[config.mk]
export PLATFORM = sky130hd
export DESIGN_NAME = add_acc_pipe
export DESIGN_NICKNAME = d
export VERILOG_FILES = /design/src/rtl/add_acc_pipe.sv
export SDC_FILE = /design/constraint.sdc
export NUM_CORES = 1
export LEC_CHECK = 0
export CORE_MARGIN = 3
export CORE_UTILIZATION = 49
export DETAILED_ROUTE_END_ITERATION = 12
export GPL_TIMING_DRIVEN = 0
export PLACE_DENSITY = 0.89
export SETUP_SLACK_MARGIN = 0.4
export SYNTH_ARGS = -nofsm -noshare
export SYNTH_HDL_FRONTEND = slang
export SYNTH_SLANG_ARGS = --single-unit
[constraint.sdc]
create_clock -name Clk -period 4.58 [get_ports Clk]
set_input_delay 1.374 -clock Clk [delete_from_list [all_inputs] [get_ports Clk]]
set_output_delay 1.374 -clock Clk [all_outputs]
set_load 0.01 [all_outputs]
[src/rtl/add_acc_pipe.sv]
// Two-stage add / accumulate pipeline with valid-ready handshaking on both sides.
// Stage 1 registers the truncated operands; stage 2 computes the wrapped or clamped sum.
module add_acc_pipe #(
   parameter int DATAWIDTH = 8,
   parameter int AWIDTH    = 32,
   parameter int BWIDTH    = 16,
   parameter int SATURATE  = 0
) (
   input  logic                 Clk,
   input  logic                 Rst,
   input  logic [AWIDTH-1:0]    a,
   input  logic [BWIDTH-1:0]    b,
   input  logic                 in_valid,
   input  logic                 acc_en,
   input  logic                 clr,
   output logic                 in_ready,
   output logic [DATAWIDTH-1:0] c,
   output logic                 ovf,
   output logic                 out_valid,
   input  logic                 out_ready
);

   logic                 s1_vld_q, s1_acc_en_q, s1_clr_q;
   logic [DATAWIDTH-1:0] s1_a_q, s1_b_q;
   logic [DATAWIDTH-1:0] acc_q, c_q;
   logic                 ovf_q, out_valid_q;

   logic                 advance;
   logic [DATAWIDTH+1:0] base_d, raw_d;
   logic [DATAWIDTH-1:0] res_d;
   logic                 ovf_d;

   // Operand bits above DATAWIDTH are intentionally discarded.
   logic unused_hi_bits;
   assign unused_hi_bits = ^{a, b};

   always_comb begin
      advance = !out_valid_q || out_ready;
      base_d  = '0;
      if (s1_acc_en_q && !s1_clr_q)
         base_d = {2'b00, acc_q};
      // Plain mode is the same sum with a zero base; two guard bits cover both modes.
      raw_d = base_d + {2'b00, s1_a_q} + {2'b00, s1_b_q};
      ovf_d = |raw_d[DATAWIDTH+1:DATAWIDTH];
      res_d = raw_d[DATAWIDTH-1:0];
      if (ovf_d && (SATURATE != 0))
         res_d = '1;
   end

   always_ff @(posedge Clk) begin
      if (Rst) begin
         s1_vld_q    <= 1'b0;
         s1_acc_en_q <= 1'b0;
         s1_clr_q    <= 1'b0;
         s1_a_q      <= '0;
         s1_b_q      <= '0;
         acc_q       <= '0;
         c_q         <= '0;
         ovf_q       <= 1'b0;
         out_valid_q <= 1'b0;
      end else if (advance) begin
         s1_vld_q    <= in_valid;
         s1_acc_en_q <= acc_en;
         s1_clr_q    <= clr;
         s1_a_q      <= a[DATAWIDTH-1:0];
         s1_b_q      <= b[DATAWIDTH-1:0];
         out_valid_q <= s1_vld_q;
         if (s1_vld_q) begin
            c_q   <= res_d;
            ovf_q <= ovf_d;
            if (s1_acc_en_q)
               acc_q <= res_d;
         end
      end
   end

   assign in_ready  = advance && !Rst;
   assign c         = c_q;
   assign ovf       = ovf_q;
   assign out_valid = out_valid_q;

endmodule
* Yosys cells after proc, flatten, opt, wreduce, memory -nomap -nowiden
Index checks and enable logic that the tools add are counted.
Word-level totals: register bits after elaboration 37, bits in latches 0, bits in writable memories 0, memory bits (read-only) 0, input port bits 54, output and inout bits 11, logic and storage cells 21, memories kept 0
Cells by class: $add $sub $neg 2, $mul 0, divide/modulo/power cells 0, order comparisons 0, eq/ne operators 0, shift operators 0, muxes and demuxes 1, bitwise operators 0, reductions and logical operators 9
Operator list (count):
- adder 10 x 8 -> 10 bit | 2
- 2-to-1 mux 8 bit | 1
- logical NOT 1 bit | 3
- AND reduction 3 bit | 1
- logical AND 1 bit | 2
- AND reduction 2 bit | 1
- OR reduction 2 bit | 1
- logical OR 1 bit | 1

* Depth between registers and ports, before layout
Gate-level depths: netlist of the first run.
word-level depth 6, mapped depth 11

* Least setup slack after synthesis of the first run
OpenSTA, ideal clock, no wires.
path type input to output, start point in Rst, end point out in_ready, arrival 2.181 ns, data required time 3.206 ns, slack 1.025 ns, stages 4, buffers on the path 3, cells stage by stage buf_2 -> clkbuf_1 -> clkbuf_1 -> nor2_1
Between the ends: longest elaborated chain between the ends 2
Ends and longest elaborated chain:
- start: declaration | line 10 | input logic Rst,
- logical NOT 1 bit | line 77 | assign in_ready = advance && !Rst;
- logical AND 1 bit | line 77
- end: declaration | line 16 | output logic in_ready,
No other way between the ends.

* Worst setup path in the final report of the first run
start point in out_ready, end point out in_ready
Between the ends: longest elaborated chain between the ends 2
Ends and longest elaborated chain:
- start: declaration | line 20 | input logic out_ready
- logical OR 1 bit | line 38 | advance = !out_valid_q || out_ready;
- logical AND 1 bit | line 77
No other way between the ends.

==> out/metrics.csv, run 1 <==
stage,metric,value,unit
min_path,Hold Crit Class,reg2reg,
layout,Fillers,349,
place,placed cells,318,
layout,"Cell Count, Final, Fillers Out",326,
cts,clock slew at reported path FFs,70,ps
logic_synthesis,#FFs+latches synth,37,
cts,CTS H-Tree Depth,2,
cts,Clock Sinks,37,
cts,clock buffer depth,2,
global_route,number of global-route vias before repair,1678,
outcome,outcome,finished clean,
floorplanning,die area,4860,µm²
logic_synthesis,synth top area cells,"dfxtp_1 (37%), nand2_1 (11%), fa_1 (9.1%)",
place,port bufs,31,
floorplanning,die extent in y,69.7,µm
layout,Layout Utilization,0.646,
global_route,largest net degree at the start of global routing,13,
logic_synthesis,top cell type's share of synthesized area,0.373,
critical_path,Worst EP arrival,2750,ps
cts,# Post-CTS Setup Buffers,0,
critical_path,"most used cell, CP",clkdlybuf4s50_1,
cts,CTS Root Cell,clkbuf_8,
floorplanning,Starting Density,0.523,
route,total wire length,4.56,mm
power,total power,0.708,mW
layout,antenna cells,0,
route,WL/cell,14.0,µm
sta,hold_ws,452,ps
sta,crit share post-route,0.901,
logic_synthesis,ys flop type,dfxtp_1,
job,total of max-cap violations,0,
global_route,grt ovf,0,
route,residual DRC count,0,
layout,Final Instance Area,2450,µm²
floorplanning,Core Rows,22,
logic_synthesis,"FFs w/ async S/R, synth",0,
route,Detailed Route Iter0 Violations,84,
critical_path,CP max FO,10,
cts,TritonCTS clock tree,yes,
sta,Setup TNS Final,0,ps
logic_synthesis,"EDFF count, synth",0,
logic_synthesis,syn nets,309,
layout,layout cell share with drive strength beyond 1,0.0827,
floorplanning,I/O pin cnt,65,
cts,Num CTS Buffers,5,
sta,Tightest Pin Transition,544,ps
logic_synthesis,syn avg cell area,8.32,µm²
sta,Final WS setup,456,ps
sta,final hold violation count,0,
logic_synthesis,Post-Syn Instances,239,
cts,Worst-Skew Late Latency,290,ps
floorplanning,core area,3800,µm²
critical_path,Top delay family on crit path,buffers and inverters,
logic_synthesis,synthesized cell area,1990,µm²
critical_path,crit path capture type,output pin,
place,cell area after placement,2360,µm²
sta,max-slew violations,0,
power,worst vdd ir,0.239,mV
critical_path,kind of critical path,in2out,
sta,fin crit period,4120,ps
global_route,initial antenna violation count,0,
critical_path,crit start category,input port,
power,cell leakage power,0.997,nW
place,GPL Wtd Cong,0.884,
power,PD cells,289,nW/µm²
route,Post-DRT Antenna Nets,0,
critical_path,worst-path cell chain,clkdlybuf4s50_1 -> nor2b_2 -> buf_4 -> nor2_1 -> clkdlybuf4s50_1,
critical_path,CP max stage delay,540,ps
global_route,global-route wire length before repair,7.62,mm
sta,Rel. slew slack,0.637,
logic_synthesis,Synthesis Warnings,0,
sta,Max Clock Skew,7.14,ps
critical_path,CP required,3210,ps
logic_synthesis,register area share after synthesis,0.373,
layout,Final nets,347,
place,Place WS,257,ps
global_route,all-layer global routing usage,0.196,
sta,Final setup viols,0,
route,Via density,5.44,
layout,Area growth syn-to-layout,23.4,%
sta,RSZ-0062 raised after global routing,false,
route,total number of vias,1775,
place,HPWL after DPL,3.47,mm
logic_synthesis,synth unique cells,37,
critical_path,CP max-delay cell,clkdlybuf4s50_1,
route,first-pass iteration count of the detailed router,4,
critical_path,crit path buf inv count,3,
floorplanning,Die Width,69.7,µm
logic_synthesis,cell taking the most area after synthesis,dfxtp_1,
sta,FMAX,242,MHz
[where the power goes]
part,switching (mW),leakage (nW),internal (mW)
Clock,0.120,0.0439,0.105
Sequential,0.0113,0.305,0.340
Combinational,0.0668,0.648,0.0657
[tightest hold or removal path: cells and delay by family, from the launching register on]
kind             cells  cell delay (ps)
AND/OR/NAND/NOR      1               50
AO/OA/AOI/OAI        1               50
flip-flops           1              310
[cell usage after synthesis (all sizes together), types with 2 or more instances]
cell,number
nand2,56
dfxtp,37
a21oi,29
inv,12
nor2,11
fa,9
clkbuf,8
buf,7
ha,7
and2,6
nand3,6
nand3b,6
nor2b,6
a211oi,4
nor3b,4
o211ai,4
and3,3
o21a,3
nand2b,2
nand4,2
nor3,2
o2111ai,2
o311ai,2
[flip-flops by register name, summed over array words and instances (netlist names)]
register     flops
c                8
acc_q            8
s1_acc_en_q      1
out_valid        1
ovf              1
s1_b_q           8
s1_a_q           8
s1_clr_q         1
s1_vld_q         1
[final cells by class]
class	instances	area, µm²	area share
repair buffers	31	310	0.126
plain buffers	15	90.1	0.0367
clock inverters	3	17.5	0.00714
inverters	12	45.0	0.0184
clock buffers	5	68.8	0.0280
multi-input cells	175	1120	0.457
flip-flops and latches	37	741	0.302
well taps	48	60.1	0.0245
[cell families (layout without fill, tap and decap cells)]
kind of cell,Yosys count,after routing,share of synthesized area
compound gates,50,50,0.157
xor+xnor,1,1,0.00441
fa+ha+maj,16,16,0.135
buf+inv,27,66,0.0648
flops,37,37,0.373
mux,1,1,0.00503
simple gates,107,107,0.262
[path summary, 6_finish.rpt]
path               start         to  slack (ps)  cells after the start
max            out_ready   in_ready         460                      5
min            s1_b_q[0]  s1_b_q[0]         450                      2
max reg2reg  s1_acc_en_q   acc_q[7]        1490                     11
min reg2reg    s1_b_q[0]  s1_b_q[0]         450                      2
[per-layer routing]
| layer | share of wire | track usage |
|---|---|---|
| met1 | 0.44 | 0.249 |
| met4 | 0.014 | 0.109 |
| met5 | 0 | 0 |
| met3 | 0.063 | 0.0391 |
| met2 | 0.49 | 0.311 |
[what timing repair did]
action / CTS / global route
hold buffers: 0 / 0
gates resized for setup: 2 / 6
endpoints found under the setup margin: 1 / 1
[cell usage in the layout (no fill, tap or decap), drive strengths merged, types with 2 or more instances in the layout]
master and count:
nand3 6, o311ai 2, inv 12, nand4 2, o2111ai 2, nand2 56
nor3 2, fa 9, ha 7, clkinv 2, nand3b 6, a211oi 4
dfxtp 37, buf 8, and3 3, clkdlybuf4s50 31, nor2 11, nor2b 6
and2 6, o211ai 4, clkbuf 12, a21oi 29, nand2b 2, o21a 3
nor3b 4
(Power assumes the default switching activity.)
==> run 2, diff against run 1 <==
--- a/config.mk
+++ b/config.mk
@@ -5,6 +5,7 @@
 export SDC_FILE = /design/constraint.sdc
 export NUM_CORES = 1
 export LEC_CHECK = 0
+export CORE_ASPECT_RATIO = 1.5
 export CORE_MARGIN = 3
 export CORE_UTILIZATION = 49
 export DETAILED_ROUTE_END_ITERATION = 12
==> run 2 against run 1 <==
Setup slack improved by 350 ps. Non-clock buffer count did not move. Cell count is 1.8% lower. Die area grew 0.32%. Register-to-register slack improved by 100 ps. Flip-flop and latch count is the same. Critical endpoint unchanged. Highest routed layer unchanged.
==> out/metrics.csv, run 2 (synthesis results as in run 1) <==
stage,metric,value,unit,change
route,Detailed Route Iter0 Violations,45,,was 84
sta,fin crit period,3780,ps,was 4120 ps
floorplanning,die extent in y,84.0,µm,was 69.7 µm
power,switching pwr,0.198,mW,about the same
route,WL/cell,14.1,µm,was 14.0 µm
floorplanning,Die Width,58.0,µm,was 69.7 µm
power,clock power share,0.331,,was 0.317
power,PD cells,294,nW/µm²,was 289 nW/µm²
route,total number of vias,1729,,was 1775
critical_path,CP max FO,10,,unchanged
sta,Final setup viols,0,,unchanged
sta,max-slew violations,0,,unchanged
power,Sw Ratio,0.274,,was 0.279
place,placed cells,313,,was 318
place,GPL Wtd Cong,0.822,,was 0.884
route,Via density,5.40,,was 5.44
layout,"commonest cells after routing, fill and taps aside","nand2_1 (56), dfxtp_1 (37), clkdlybuf4s50_1 (30)",,"was nand2_1 (56), dfxtp_1 (37), clkdlybuf4s50_1 (31)"
critical_path,Worst EP arrival,2400,ps,was 2750 ps
sta,Setup TNS Final,0,ps,unchanged
place,port bufs,31,,unchanged
layout,layout cell share with drive strength beyond 1,0.0794,,was 0.0827
route,Post-DRT Antenna Nets,0,,unchanged
sta,FMAX,265,MHz,was 242 MHz
floorplanning,I/O pin cnt,65,,unchanged
critical_path,CP startpoint,out_ready,,unchanged
sta,Max Clock Skew,8.20,ps,was 7.14 ps
critical_path,kind of critical path,in2out,,unchanged
cts,Worst-Skew Late Latency,300,ps,was 290 ps
global_route,global-route wire length before repair,7.76,mm,was 7.62 mm
critical_path,worst reg2reg startpoint,s1_acc_en_q,,unchanged
cts,Num CTS Buffers,5,,unchanged
layout,"commonest non-fill, non-tap cell in the layout",nand2_1,,unchanged
route,residual DRC count,0,,unchanged
power,total power,0.723,mW,was 0.708 mW
sta,final hold violation count,0,,unchanged
global_route,grt ovf,0,,unchanged
layout,antenna cells,0,,unchanged
layout,Final Instance Area,2450,µm²,unchanged
power,worst vdd ir,0.234,mV,was 0.239 mV
min_path,Hold Crit Class,reg2reg,,unchanged
sta,RSZ-0062 raised after global routing,false,,unchanged
critical_path,crit start category,input port,,unchanged
outcome,outcome,finished clean,,unchanged
floorplanning,Starting Density,0.525,,was 0.523
power,sequential share of power,0.487,,was 0.496
global_route,initial antenna violation count,0,,unchanged
layout,"Cell Count, Final, Fillers Out",320,,was 326
global_route,number of global-route vias before repair,1749,,was 1678
route,total wire length,4.50,mm,was 4.56 mm
power,cell leakage power,1.01,nW,was 0.997 nW
route,first-pass iteration count of the detailed router,4,,unchanged
cts,clock slew at reported path FFs,70,ps,about the same
global_route,all-layer global routing usage,0.204,,was 0.196
sta,crit share post-route,0.825,,was 0.901
cts,TritonCTS clock tree,yes,,unchanged
global_route,largest net degree at the start of global routing,12,,was 13
min_path,Hold Crit Start,s1_a_q[0],,was s1_b_q[0]
critical_path,CP required,3210,ps,about the same
job,total of max-cap violations,0,,unchanged
sta,Rel. slew slack,0.631,,was 0.637
sta,Tightest Pin Transition,553,ps,was 544 ps
critical_path,crit path capture type,output pin,,unchanged
floorplanning,die area,4870,µm²,was 4860 µm²
cts,clock buffer depth,2,,unchanged
cts,hold_buf cts,0,,unchanged
floorplanning,Core Rows,27,,was 22
layout,Area growth syn-to-layout,23.4,%,unchanged
cts,Clock Sinks,37,,unchanged
layout,Layout Utilization,0.648,,was 0.646
cts,# Post-CTS Setup Buffers,0,,unchanged
cts,CTS Root Cell,clkbuf_8,,unchanged
place,cell area after placement,2350,µm²,was 2360 µm²
place,HPWL after DPL,3.41,mm,was 3.47 mm
power,Internal,0.524,mW,was 0.510 mW
power,combinational power share,0.182,,was 0.187
cts,CTS H-Tree Depth,2,,unchanged
floorplanning,core area,3780,µm²,was 3800 µm²
layout,Final nets,347,,unchanged
run 2: cell types whose count changed in the layout (fill, tap and decap cells not counted):
| cell | previous run | this run |
|---|---|---|
| clkdlybuf4s50_1 | 31 | 30 |
| dlymetal6s2s_1 | 0 | 1 |
| buf_4 | 1 | 0 |
| clkinv_2 | 2 | 0 |
| clkbuf_4 | 0 | 1 |
| clkbuf_8 | 5 | 6 |
run 2: final cells by class:
class / instances / area [µm²]
Multi-Input combinational cell: 175 / 1120
Buffer: 15 / 90.1
Inverter: 12 / 45.0
Clock inverter: 1 / 7.51
Timing Repair Buffer: 31 / 313
Fill cell: 313 / 1330
Tap cell: 43 / 53.8
Clock buffer: 6 / 82.6
Sequential cell: 37 / 741
run 2: per-stage QoR:
step           setup slack (ps)  hold WS (ps)
2_1_floorplan              1020           432
3_3_place_gp                286           441
3_5_place_dp                271           444
4_1_cts                     405           455
5_1_grt                     721           478
6_report                    803           455
run 2: per-layer routing:
| layer | GRT usage | part of all wire | vias up | routed length (µm) |
|---|---|---|---|---|
| li1 | - | - | 876 | - |
| met1 | 0.239 | 0.42 | 814 | 1880 |
| met2 | 0.336 | 0.51 | 29 | 2300 |
| met3 | 0.0604 | 0.043 | 10 | 192 |
| met4 | 0.0907 | 0.028 | 0 | 125 |
| met5 | 0 | 0 | - | 0 |
run 2: final timing paths:
kind / to / slack [ps] / cells after the start
setup / recovery: in_ready / 800 / 5
hold / removal: s1_a_q[0] / 460 / 2
setup reg to reg: acc_q[7] / 1590 / 11
hold reg to reg: s1_a_q[0] / 460 / 2
run 2: worst max-delay path, stage by stage:
cell and delay (ps):
clkdlybuf4s50_1 430, nor2b_2 150, clkbuf_4 210, nor2_1 50, dlymetal6s2s_1 180
run 2: what timing repair did:
action | in CTS | in global routing
gates resized for setup | 2 | 6
setup endpoints to repair | 1 | 1
pin swaps | 0 | 0
run 2: power groups by stage:
stage	combinational (mW)	sequential, mW	clock [mW]
floorplan	0.0779	0.359	0
global placement	0.128	0.359	0
detailed placement	0.130	0.360	0
CTS	0.131	0.352	0.242
global route	0.146	0.355	0.253
finish	0.131	0.352	0.239
==> run 3, diff against run 2 <==
--- a/config.mk
+++ b/config.mk
@@ -7,10 +7,10 @@
 export LEC_CHECK = 0
 export CORE_ASPECT_RATIO = 1.5
 export CORE_MARGIN = 3
-export CORE_UTILIZATION = 49
+export CORE_UTILIZATION = 46
 export DETAILED_ROUTE_END_ITERATION = 12
 export GPL_TIMING_DRIVEN = 0
-export PLACE_DENSITY = 0.89
+export PLACE_DENSITY = 0.85
 export SETUP_SLACK_MARGIN = 0.4
 export SYNTH_ARGS = -nofsm -noshare
 export SYNTH_HDL_FRONTEND = slang
==> constraint.sdc (replaced) <==
create_clock -name Clk -period 3.49 [get_ports Clk]
set_input_delay 1.047 -clock Clk [delete_from_list [all_inputs] [get_ports Clk]]
set_output_delay 1.047 -clock Clk [all_outputs]
set_load 0.01 [all_outputs]
==> run 3 against run 2 <==
Count of clock-buffer cells in the layout down 1. Setup slack worse by 320 ps. Die area up 5.9%. Largest power group unchanged.
==> out/metrics.csv, run 3 (synthesis results as in run 1) <==
stage,metric,value,unit,change
critical_path,CP max stage delay,270,ps,was 430 ps
sta,final hold violation count,0,,unchanged
sta,Rel. slew slack,0.693,,was 0.631
route,WL/cell,14.7,µm,was 14.1 µm
critical_path,kind of critical path,in2out,,unchanged
critical_path,Top delay family on crit path,buffers and inverters,,unchanged
critical_path,crit path capture type,output pin,,unchanged
sta,Final setup viols,0,,unchanged
min_path,Hold Path Sink,acc_q[5],,was s1_a_q[0]
route,total number of vias,1763,,was 1729
cts,CTS H-Tree Depth,2,,unchanged
route,Detailed Route Iter0 Violations,54,,was 45
critical_path,crit start category,input port,,unchanged
layout,"commonest non-fill, non-tap cell in the layout",nand2_1,,unchanged
sta,Setup TNS Final,0,ps,unchanged
critical_path,CP max-delay cell,clkbuf_2,,was clkdlybuf4s50_1
sta,FMAX,332,MHz,
route,Via density,5.42,,was 5.40
layout,"commonest cells after routing, fill and taps aside","nand2_1 (56), dfxtp_1 (37), clkdlybuf4s50_1 (30)",,unchanged
place,port bufs,31,,unchanged
critical_path,CP max FO,10,,unchanged
floorplanning,die extent in y,86.5,µm,was 84.0 µm
job,total of max-cap violations,0,,unchanged
sta,hold_ws,452,ps,was 455 ps
power,PD cells,406,nW/µm²,was 294 nW/µm²
global_route,grt ovf,0,,unchanged
sta,RSZ-0062 raised after global routing,false,,unchanged
route,total wire length,4.79,mm,was 4.50 mm
cts,clock slew at reported path FFs,70,ps,about the same
layout,FF+latch area,741,µm²,unchanged
cts,TritonCTS clock tree,yes,,unchanged
sta,fin crit period,3010,ps,
floorplanning,Starting Density,0.489,,was 0.525
place,cell area after placement,2350,µm²,about the same
layout,area occupied by multi-input gates,1120,µm²,about the same
layout,Area growth syn-to-layout,25.6,%,was 23.4%
cts,Worst-Skew Late Latency,290,ps,was 300 ps
route,Metal-1 WL,1.88,mm,about the same
power,worst vdd ir,0.361,mV,was 0.234 mV
place,HPWL after DPL,3.47,mm,was 3.41 mm
critical_path,Worst EP arrival,1960,ps,was 2400 ps
sta,Tightest Pin Transition,460,ps,was 553 ps
route,Max Used Layer,met4,,unchanged
floorplanning,die area,5160,µm²,was 4870 µm²
global_route,number of global-route vias before repair,1796,,was 1749
floorplanning,Core Rows,28,,was 27
layout,layout cell share with drive strength beyond 1,0.0964,,was 0.0794
cts,CTS Root Cell,clkbuf_8,,unchanged
global_route,global-route wire length before repair,7.92,mm,was 7.76 mm
route,first-pass iteration count of the detailed router,4,,unchanged
critical_path,FF-to-FF path depth,11,,unchanged
critical_path,CP required,2440,ps,was 3210 ps
critical_path,worst reg-to-reg setup slack,660,ps,was 1590 ps
route,Post-DRT Antenna Nets,0,,unchanged
route,WL met2,2.49,mm,was 2.30 mm
route,residual DRC count,0,,unchanged
cts,Clock Sinks,37,,unchanged
layout,Final nets,349,,was 347
global_route,initial antenna violation count,0,,unchanged
sta,crit share post-route,0.863,,
floorplanning,core area,4060,µm²,was 3780 µm²
outcome,outcome,finished clean,,unchanged
layout,antenna cells,0,,unchanged
critical_path,worst-path cell chain,buf_2 -> clkbuf_2 -> clkbuf_2 -> nor2_1 -> buf_2,,was clkdlybuf4s50_1 -> nor2b_2 -> clkbuf_4 -> nor2_1 -> dlymetal6s2s_1
sta,Max Clock Skew,10.5,ps,was 8.20 ps
cts,clock buffer depth,2,,unchanged
critical_path,worst reg2reg startpoint,s1_acc_en_q,,unchanged
power,cell leakage power,1.02,nW,was 1.01 nW
critical_path,reg-to-reg endpoint,acc_q[7],,unchanged
critical_path,crit path buf inv count,4,,was 3
global_route,largest net degree at the start of global routing,14,,was 12
min_path,Hold Crit Class,reg2reg,,unchanged
sta,Final WS setup,479,ps,was 803 ps
min_path,Hold Crit Start,acc_q[5],,was s1_a_q[0]
sta,max-slew violations,0,,unchanged
min_path,Hold Path Stages,2,,unchanged
route,WL met3,268,µm,was 192 µm
floorplanning,I/O pin cnt,65,,unchanged
floorplanning,Die Width,59.7,µm,was 58.0 µm
global_route,all-layer global routing usage,0.203,,was 0.204
layout,Final Instance Area,2500,µm²,was 2450 µm²
cts,Num CTS Buffers,5,,unchanged
place,Place WS,-175,ps,was 271 ps
place,GPL Wtd Cong,0.918,,was 0.822
layout,Fillers,333,,was 313
## run 3: cell types whose count changed in the layout (fill, tap and decap cells not counted), sizes merged
cell / previous run / this run
bufinv: 0 / 1
clkinv: 0 / 1
clkbuf: 14 / 13
buf: 7 / 10
dlymetal6s2s: 1 / 0
## run 3: repair_timing
action	CTS	global route
setup endpoints to repair	1	3
hold buffers	0	0
buffers inserted	2	0
gates resized for setup	10	1
## run 3: cell type report
type	count	share of cell area
inverters	12	0.0180
flip-flops and latches	37	0.297
well taps	45	0.0225
clock buffers	5	0.0276
multi-input cells	175	0.450
clock inverters	3	0.0185
plain buffers	15	0.0386
repair buffers	33	0.128
## run 3: worst reg2reg max path, cell delays in order, from the launching register on
cell and delay, ps:
dfxtp_1 370, nor2b_2 360, nand2_1 120, fa_1 440, inv_1 70, ha_1 150
inv_1 50, fa_1 400, nor2b_1 220, o31a_1 250, o21a_1 160, o311ai_1 110
## run 3: worst max-delay path by stage
stage | startpoint | endpoint | slack (ps) | cells past startpoint
3_3_place_gp | Rst | in_ready | -190 | 5
5_1_grt | Rst | in_ready | 410 | 5
6_report | Rst | in_ready | 480 | 5
2_1_floorplan | Rst | in_ready | 590 | 4
3_5_place_dp | out_ready | in_ready | -180 | 5
4_1_cts | s1_acc_en_q | acc_q[7] | 450 | 11
## run 3: per-stage QoR
stage | power [mW] | cells | utilization
global placement | 0.639 | 315 | 0.579
detailed placement | 0.644 | 315 | 0.579
finish | 1.01 | 325 | 0.615
floorplan | 0.574 | 239 | -
global route | 1.06 | 325 | 0.615
CTS | 1.02 | 325 | 0.614
## run 3: power by group
group          switching, mW  internal (mW)  total [mW]
Combinational         0.0878         0.0870       0.175
Sequential            0.0166          0.446       0.462
Clock                  0.163          0.214       0.377
Total                  0.268          0.747        1.01
## run 3: routing by layer
layer | GRT usage | vias to the layer above
li1 | - | 883
met1 | 0.228 | 819
met2 | 0.345 | 48
met3 | 0.0507 | 13
met4 | 0.0968 | 0
met5 | 0 | -
